**src/rtl/bkg_pkg.sv**
```systemverilog
// Shared constants for the background tile fetch path and its collision-logic users.
package bkg_pkg;

  localparam int unsigned TILE_SHIFT = 5;
  localparam int unsigned MAP_W      = 20;
  localparam int unsigned MAP_H      = 15;
  localparam int unsigned ADDR_W     = 9;
  localparam int unsigned CODE_W     = 3;
  localparam int unsigned PIX_W      = 10;
  localparam int unsigned COL_W      = PIX_W - TILE_SHIFT;
  localparam int unsigned MAP_N      = MAP_W * MAP_H;

  localparam logic [CODE_W-1:0] TILE_FLOOR = CODE_W'(0);
  localparam logic [CODE_W-1:0] TILE_WALL  = CODE_W'(6);

endpackage

```
**src/rtl/bkg_tile_addr.sv**
```systemverilog
// Combinational pixel-to-tile mapping: tile index, in-map flag and offset inside the tile.
module bkg_tile_addr
  import bkg_pkg::*;
(
  input  logic [PIX_W-1:0]      i_x,
  input  logic [PIX_W-1:0]      i_y,
  input  logic                  i_valid,
  output logic [ADDR_W-1:0]     o_addr,
  output logic                  o_in_map,
  output logic [TILE_SHIFT-1:0] o_px,
  output logic [TILE_SHIFT-1:0] o_py
);

  logic [COL_W-1:0]  w_col;
  logic [COL_W-1:0]  w_row;
  logic [ADDR_W-1:0] w_col_a;
  logic [ADDR_W-1:0] w_row_a;
  logic [ADDR_W-1:0] w_addr_raw;

  assign w_col    = i_x[PIX_W-1:TILE_SHIFT];
  assign w_row    = i_y[PIX_W-1:TILE_SHIFT];
  assign w_col_a  = ADDR_W'(w_col);
  assign w_row_a  = ADDR_W'(w_row);
  assign o_in_map = i_valid && (32'(w_col) < MAP_W) && (32'(w_row) < MAP_H);

  // row*20 as shift-add; only meaningful while in the map
  assign w_addr_raw = (w_row_a << 4) + (w_row_a << 2) + w_col_a;
  assign o_addr     = o_in_map ? w_addr_raw : '0;

  assign o_px = i_x[TILE_SHIFT-1:0];
  assign o_py = i_y[TILE_SHIFT-1:0];

endmodule

```
**src/rtl/bkg_tile_fetch.sv**
```systemverilog
// Two-stage background tile fetch: address stage, ROM code register, aligned syncs.
// Optional destroyed-tile mask enabled by defining BKG_DESTROY_EN.
module bkg_tile_fetch
  import bkg_pkg::*;
(
  input  logic                  clk,
  input  logic                  rst_n,
  input  logic [PIX_W-1:0]      i_pix_x,
  input  logic [PIX_W-1:0]      i_pix_y,
  input  logic                  i_pix_valid,
  input  logic                  i_hsync,
  input  logic                  i_vsync,
  output logic [ADDR_W-1:0]     o_rom_addr,
  input  logic [CODE_W-1:0]     i_rom_q,
  input  logic                  i_map_reset,
  input  logic                  i_clr_req,
  input  logic [ADDR_W-1:0]     i_clr_tile,
  output logic                  o_clr_ack,
  output logic [CODE_W-1:0]     o_tile_code,
  output logic [TILE_SHIFT-1:0] o_tile_px,
  output logic [TILE_SHIFT-1:0] o_tile_py,
  output logic                  o_out_valid,
  output logic                  o_hsync,
  output logic                  o_vsync
);

  logic [ADDR_W-1:0]     w_addr;
  logic                  w_in_map;
  logic [TILE_SHIFT-1:0] w_px;
  logic [TILE_SHIFT-1:0] w_py;
  logic                  w_destroyed;
  logic [CODE_W-1:0]     w_code_d;

  logic [ADDR_W-1:0]     r_s1_addr;
  logic                  r_s1_in_map;
  logic [TILE_SHIFT-1:0] r_s1_px;
  logic [TILE_SHIFT-1:0] r_s1_py;
  logic                  r_s1_hs;
  logic                  r_s1_vs;

  logic [CODE_W-1:0]     r_code;
  logic                  r_valid;
  logic [TILE_SHIFT-1:0] r_px;
  logic [TILE_SHIFT-1:0] r_py;
  logic                  r_hs;
  logic                  r_vs;
  logic                  r_clr_ack;

  bkg_tile_addr u_addr (
    .i_x      (i_pix_x),
    .i_y      (i_pix_y),
    .i_valid  (i_pix_valid),
    .o_addr   (w_addr),
    .o_in_map (w_in_map),
    .o_px     (w_px),
    .o_py     (w_py)
  );

  always_ff @(posedge clk or negedge rst_n) begin
    if (!rst_n) begin
      r_s1_addr   <= '0;
      r_s1_in_map <= 1'b0;
      r_s1_px     <= '0;
      r_s1_py     <= '0;
      r_s1_hs     <= 1'b0;
      r_s1_vs     <= 1'b0;
      r_code      <= '0;
      r_valid     <= 1'b0;
      r_px        <= '0;
      r_py        <= '0;
      r_hs        <= 1'b0;
      r_vs        <= 1'b0;
      r_clr_ack   <= 1'b0;
    end else begin
      r_s1_addr   <= w_addr;
      r_s1_in_map <= w_in_map;
      r_s1_px     <= w_px;
      r_s1_py     <= w_py;
      r_s1_hs     <= i_hsync;
      r_s1_vs     <= i_vsync;
      r_code      <= w_code_d;
      r_valid     <= r_s1_in_map;
      r_px        <= r_s1_px;
      r_py        <= r_s1_py;
      r_hs        <= r_s1_hs;
      r_vs        <= r_s1_vs;
      r_clr_ack   <= i_clr_req;
    end
  end

`ifdef BKG_DESTROY_EN
  logic [MAP_N-1:0] r_mask;

  // map_reset takes priority over a same-cycle clear
  always_ff @(posedge clk or negedge rst_n) begin
    if (!rst_n) begin
      r_mask <= '0;
    end else if (i_map_reset) begin
      r_mask <= '0;
    end else if (i_clr_req && (32'(i_clr_tile) < MAP_N)) begin
      r_mask[i_clr_tile] <= 1'b1;
    end
  end

  assign w_destroyed = r_mask[r_s1_addr];
`else
  logic w_unused_cfg;

  assign w_unused_cfg = ^{i_map_reset, i_clr_tile};
  assign w_destroyed  = 1'b0;
`endif

  assign w_code_d = (r_s1_in_map && !w_destroyed) ? i_rom_q : TILE_FLOOR;

  assign o_rom_addr  = r_s1_addr;
  assign o_tile_code = r_code;
  assign o_out_valid = r_valid;
  assign o_tile_px   = r_px;
  assign o_tile_py   = r_py;
  assign o_hsync     = r_hs;
  assign o_vsync     = r_vs;
  assign o_clr_ack   = r_clr_ack;

endmodule

```
**config.mk**
```make
export PLATFORM = sky130hd
export DESIGN_NAME = bkg_tile_fetch
export DESIGN_NICKNAME = d
export VERILOG_FILES = /design/src/rtl/bkg_pkg.sv /design/src/rtl/bkg_tile_addr.sv /design/src/rtl/bkg_tile_fetch.sv
export SDC_FILE = /design/constraint.sdc
export NUM_CORES = 1
export LEC_CHECK = 0
export ABC_CLOCK_PERIOD_IN_PS = 850
export BUFFER_PORTS_ARGS = -buffer_cell sky130_fd_sc_hd__buf_4
export CORE_ASPECT_RATIO = 0.5
export CORE_UTILIZATION = 25
export DETAILED_ROUTE_END_ITERATION = 16
export GPL_ROUTABILITY_DRIVEN = 0
export GPL_TIMING_DRIVEN = 0
export SLEW_MARGIN = 20
export SYNTH_ARGS = -nofsm -noshare
export SYNTH_HDL_FRONTEND = slang
export SYNTH_SLANG_ARGS = --single-unit
```
**constraint.sdc**
```tcl
create_clock -name clk -period 0.85 [get_ports clk]
set_input_delay 0.0425 -clock clk [delete_from_list [all_inputs] [get_ports clk]]
set_output_delay 0.0425 -clock clk [all_outputs]
set_load 0.01 [all_outputs]
```
==> flow_summary.yaml <==
clocking:
  clkTransAtPathRegs_ns: 0.06
  cts_num_sinks: 39
  cts_root_buffer: "clkbuf_8"
  clk_path_buf_depth: 2
  clkLatencyLatePin_ns: 0.27
  tritoncts: "yes"
  cts_made_buffers: 5
  htree_levels: 2
sta:
  timing.slew.headroom_pct: 69.0
  hold_viol: 0
  layout_min_cycle_time_ns: 1.38
  fin_crit_sh_pct: 162
  fmax_mhz: 726
  rsz0062_at_grt: "yes"
  hold_ws_ns: 0.114
  finalClockSkew_ns: 0.00411
  setup_ws_ns: -0.528
  slew_viol_final: 0
  worst_pin_slew_ns: 0.465
  setup_viol: 5
global_route:
  grt_pass1_wl_um: 4150
  grt_pass1_vias: 943
  grt_max_degree: 40
  antenna_found_initial: 0
  grtUsageTotal_pct: 10.2
  overflow: 0
power_and_ir_drop:
  clockPowerShare_pct: 28.4
  p_sw_uw: 825
  p_leak_nw: 1.09
  powerDensity_nw_per_um2: 1640
  switching_share_pct: 22.2
  p_seq_share_pct: 53.3
  ir_drop_mv: 0.665
  internal-power_mw: 2.88
  pwr-share-comb_pct: 18.3
setup_path:
  cp.required_ns: 1.01
  cp_max_fo: 3
  path_cells: "buf_8 -> inv_8 -> fa_2 -> inv_2 -> ha_4 -> a211oi_4 -> nor2_2 -> a211oi_2 -> nor3_1"
  critPathKind: "in2reg"
  setup.worst_path.start_class: "input port"
  cp-end-kind: "flip-flop"
  arrival_ns: 1.53
  slowest_stage: "fa_2"
  slowest_delay_ns: 0.58
logic_synthesis:
  synth_top_family_by_area: "adder cells"
  syn_area_sq_um: 1330
  yosys.area_share.simple_pct: 8.27
  ys_ff_latch: 39
  syn_avg_cell_area_sq_um: 15.5
  synth_fa_ha_area_share_pct: 11.5
  syn_inst: 86
  synth_xor_xnor_area_share_pct: 1.32
  synth-compound-area-share_pct: 3.38
  ys.warnings.count: 0
  synth_fp_nets: 136
  ys_types: 18
  synthMuxAreaShare_pct: 0
  yosysSeqAreaShare_pct: 73.3
floorplan:
  core_sq_um: 5020
  die_x_um: 105
  dieHeight_um: 53.6
  initial_core_util_pct: 26.5
  io_pins: 65
  die_area_sq_um: 5640
  rows: 18
drt:
  routedWlPerCell_um: 10.9
  drc: 0
  wl_met2_um: 1500
  wl_met1_um: 980
  drt-initial-drc-count: 35
  wl_met3_um: 86
  drtPass1Iterations: 3
  drt_wl_total_um: 2600
  antenna_left: 0
  dr.max_layer_used: "met4"
  avgViaCountPerCell: 3.74
  vias: 889
job:
  cap_viol_max_count: 0
placed_design:
  place_hpwl_um: 1790
  port_buffers: 54
  place_ws_ns: -0.935
run_status:
  status: "finished, violations left"
  violations: "setup timing"
finish:
  drive_gt1_share_pct: 47.0
  diodes: 0
  finalNetCount: 219
  fillCellCount: 465
  area_growth_pct: 70.3
hold_path:
  hp-class: "in2reg"
-- critical path: cells and delay by family --
family | cells | cell delay [ns]
simple gates | 2 | 0.14
compound gates | 2 | 0.39
buf+inv | 3 | 0.17
fa+ha+maj | 2 | 0.79
-- power groups by stage --
stage | logic, mW | registers (mW) | clock network [mW]
after global placement | 0.502 | 2.00 | 0
final | 0.677 | 1.98 | 1.05
after global routing | 0.742 | 1.99 | 1.20
after floorplan | 0.204 | 2.03 | 0
after CTS | 0.631 | 1.97 | 1.13
after detailed placement | 0.514 | 2.01 | 0
-- final cells by class --
type | instances | area (sq um) | area share [%]
well taps | 70 | 87.6 | 3.86
repair buffers | 76 | 704 | 31.1
multi-input cells | 39 | 387 | 17.1
flip-flops and latches | 39 | 976 | 43.0
clock buffers | 6 | 72.6 | 3.20
inverters | 8 | 40.0 | 1.77
-- worst paths after layout --
kind | start | endpoint | slack [ns] | cells after the start
worst min register to register | r_s1_px[1] | o_tile_px[1] | 0.35 | 0
max in group asynchronous | rst_n | o_tile_px[2] | 0.23 | 2
worst min-delay path | i_pix_x[9] | o_rom_addr[7] | 0.11 | 4
min in group asynchronous | rst_n | o_rom_addr[2] | 0.28 | 2
worst max-delay path | i_pix_y[7] | o_rom_addr[8] | -0.53 | 9
worst max register to register | r_s1_in_map | o_tile_code[0] | 0.19 | 1
-- per-layer routing --
layer  track usage (%)  up-vias
li1                  -      435
met1              9.47      433
met2              20.7       19
met3              3.27        2
met4              6.34        0
met5                 0        -
-- registers in the layout (all words and copies together), names as in the netlist --
signal       flops
o_clr_ack        1
o_hsync          1
o_out_valid      1
o_rom_addr       9
o_tile_code      3
o_tile_px        5
o_tile_py        5
o_vsync          1
r_s1_hs          1
r_s1_in_map      1
r_s1_px          5
r_s1_py          5
r_s1_vs          1
-- synthesized netlist by cell type --
cell,number,area (sq um)
a211oi_2,2,25.0
a21oi_1,2,10.0
and2_1,7,43.8
dfrtp_1,39,976
fa_1,2,40.0
ha_1,9,113
inv_1,7,26.3
inv_2,1,3.75
nand2b_1,1,6.26
nand3_2,1,10.0
nand4_1,1,6.26
nor2_1,7,26.3
nor2_2,1,6.26
nor2b_1,1,6.26
nor3_1,1,5.00
o21ai_1,2,10.0
xnor2_1,1,8.76
xor2_1,1,8.76
-- timing repair --
action | CTS | global route
hold endpoints to repair | 57 | 0
resized for setup | 10 | 21
setup buffers | 3 | 0
pin swaps | 9 | 2
hold buffers | 19 | 0
endpoints found under the setup margin | 7 | 23
-- cells in the final DEF (no fill, tap or decap), drive strengths merged --
master / instances
buf: 57
a21oi: 2
nand2b: 1
nand4: 1
nand3: 1
nor2: 8
nor3: 1
xor2: 1
ha: 9
clkbuf: 6
and2: 7
dfrtp: 39
fa: 2
dlygate4sd3: 19
o21ai: 2
xnor2: 1
nor2b: 1
inv: 8
a211oi: 2
-- per-stage QoR --
step / std cells / TNS (ns) / utilization (%) / total power [mW] / area, sq um
floorplan: 86 / -2.73 / - / 2.24 / 1360
global placement: 210 / -3.82 / 36.8 / 2.50 / 1850
detailed placement: 210 / -3.92 / 36.8 / 2.52 / 1850
CTS: 238 / -1.94 / 43.5 / 3.73 / 2180
global route: 238 / -2.23 / 45.1 / 3.93 / 2270
finish: 238 / -1.99 / 45.1 / 3.71 / 2270
-- logic make-up (layout without fill, tap and decap cells) --
logic type,count (synthesis),after routing
flops,39,39
xor+xnor,2,2
fa+ha+maj,11,11
buf+inv,8,90
simple gates,20,20
compound gates,6,6
No activity file was read; power rests on OpenSTA's default activity.
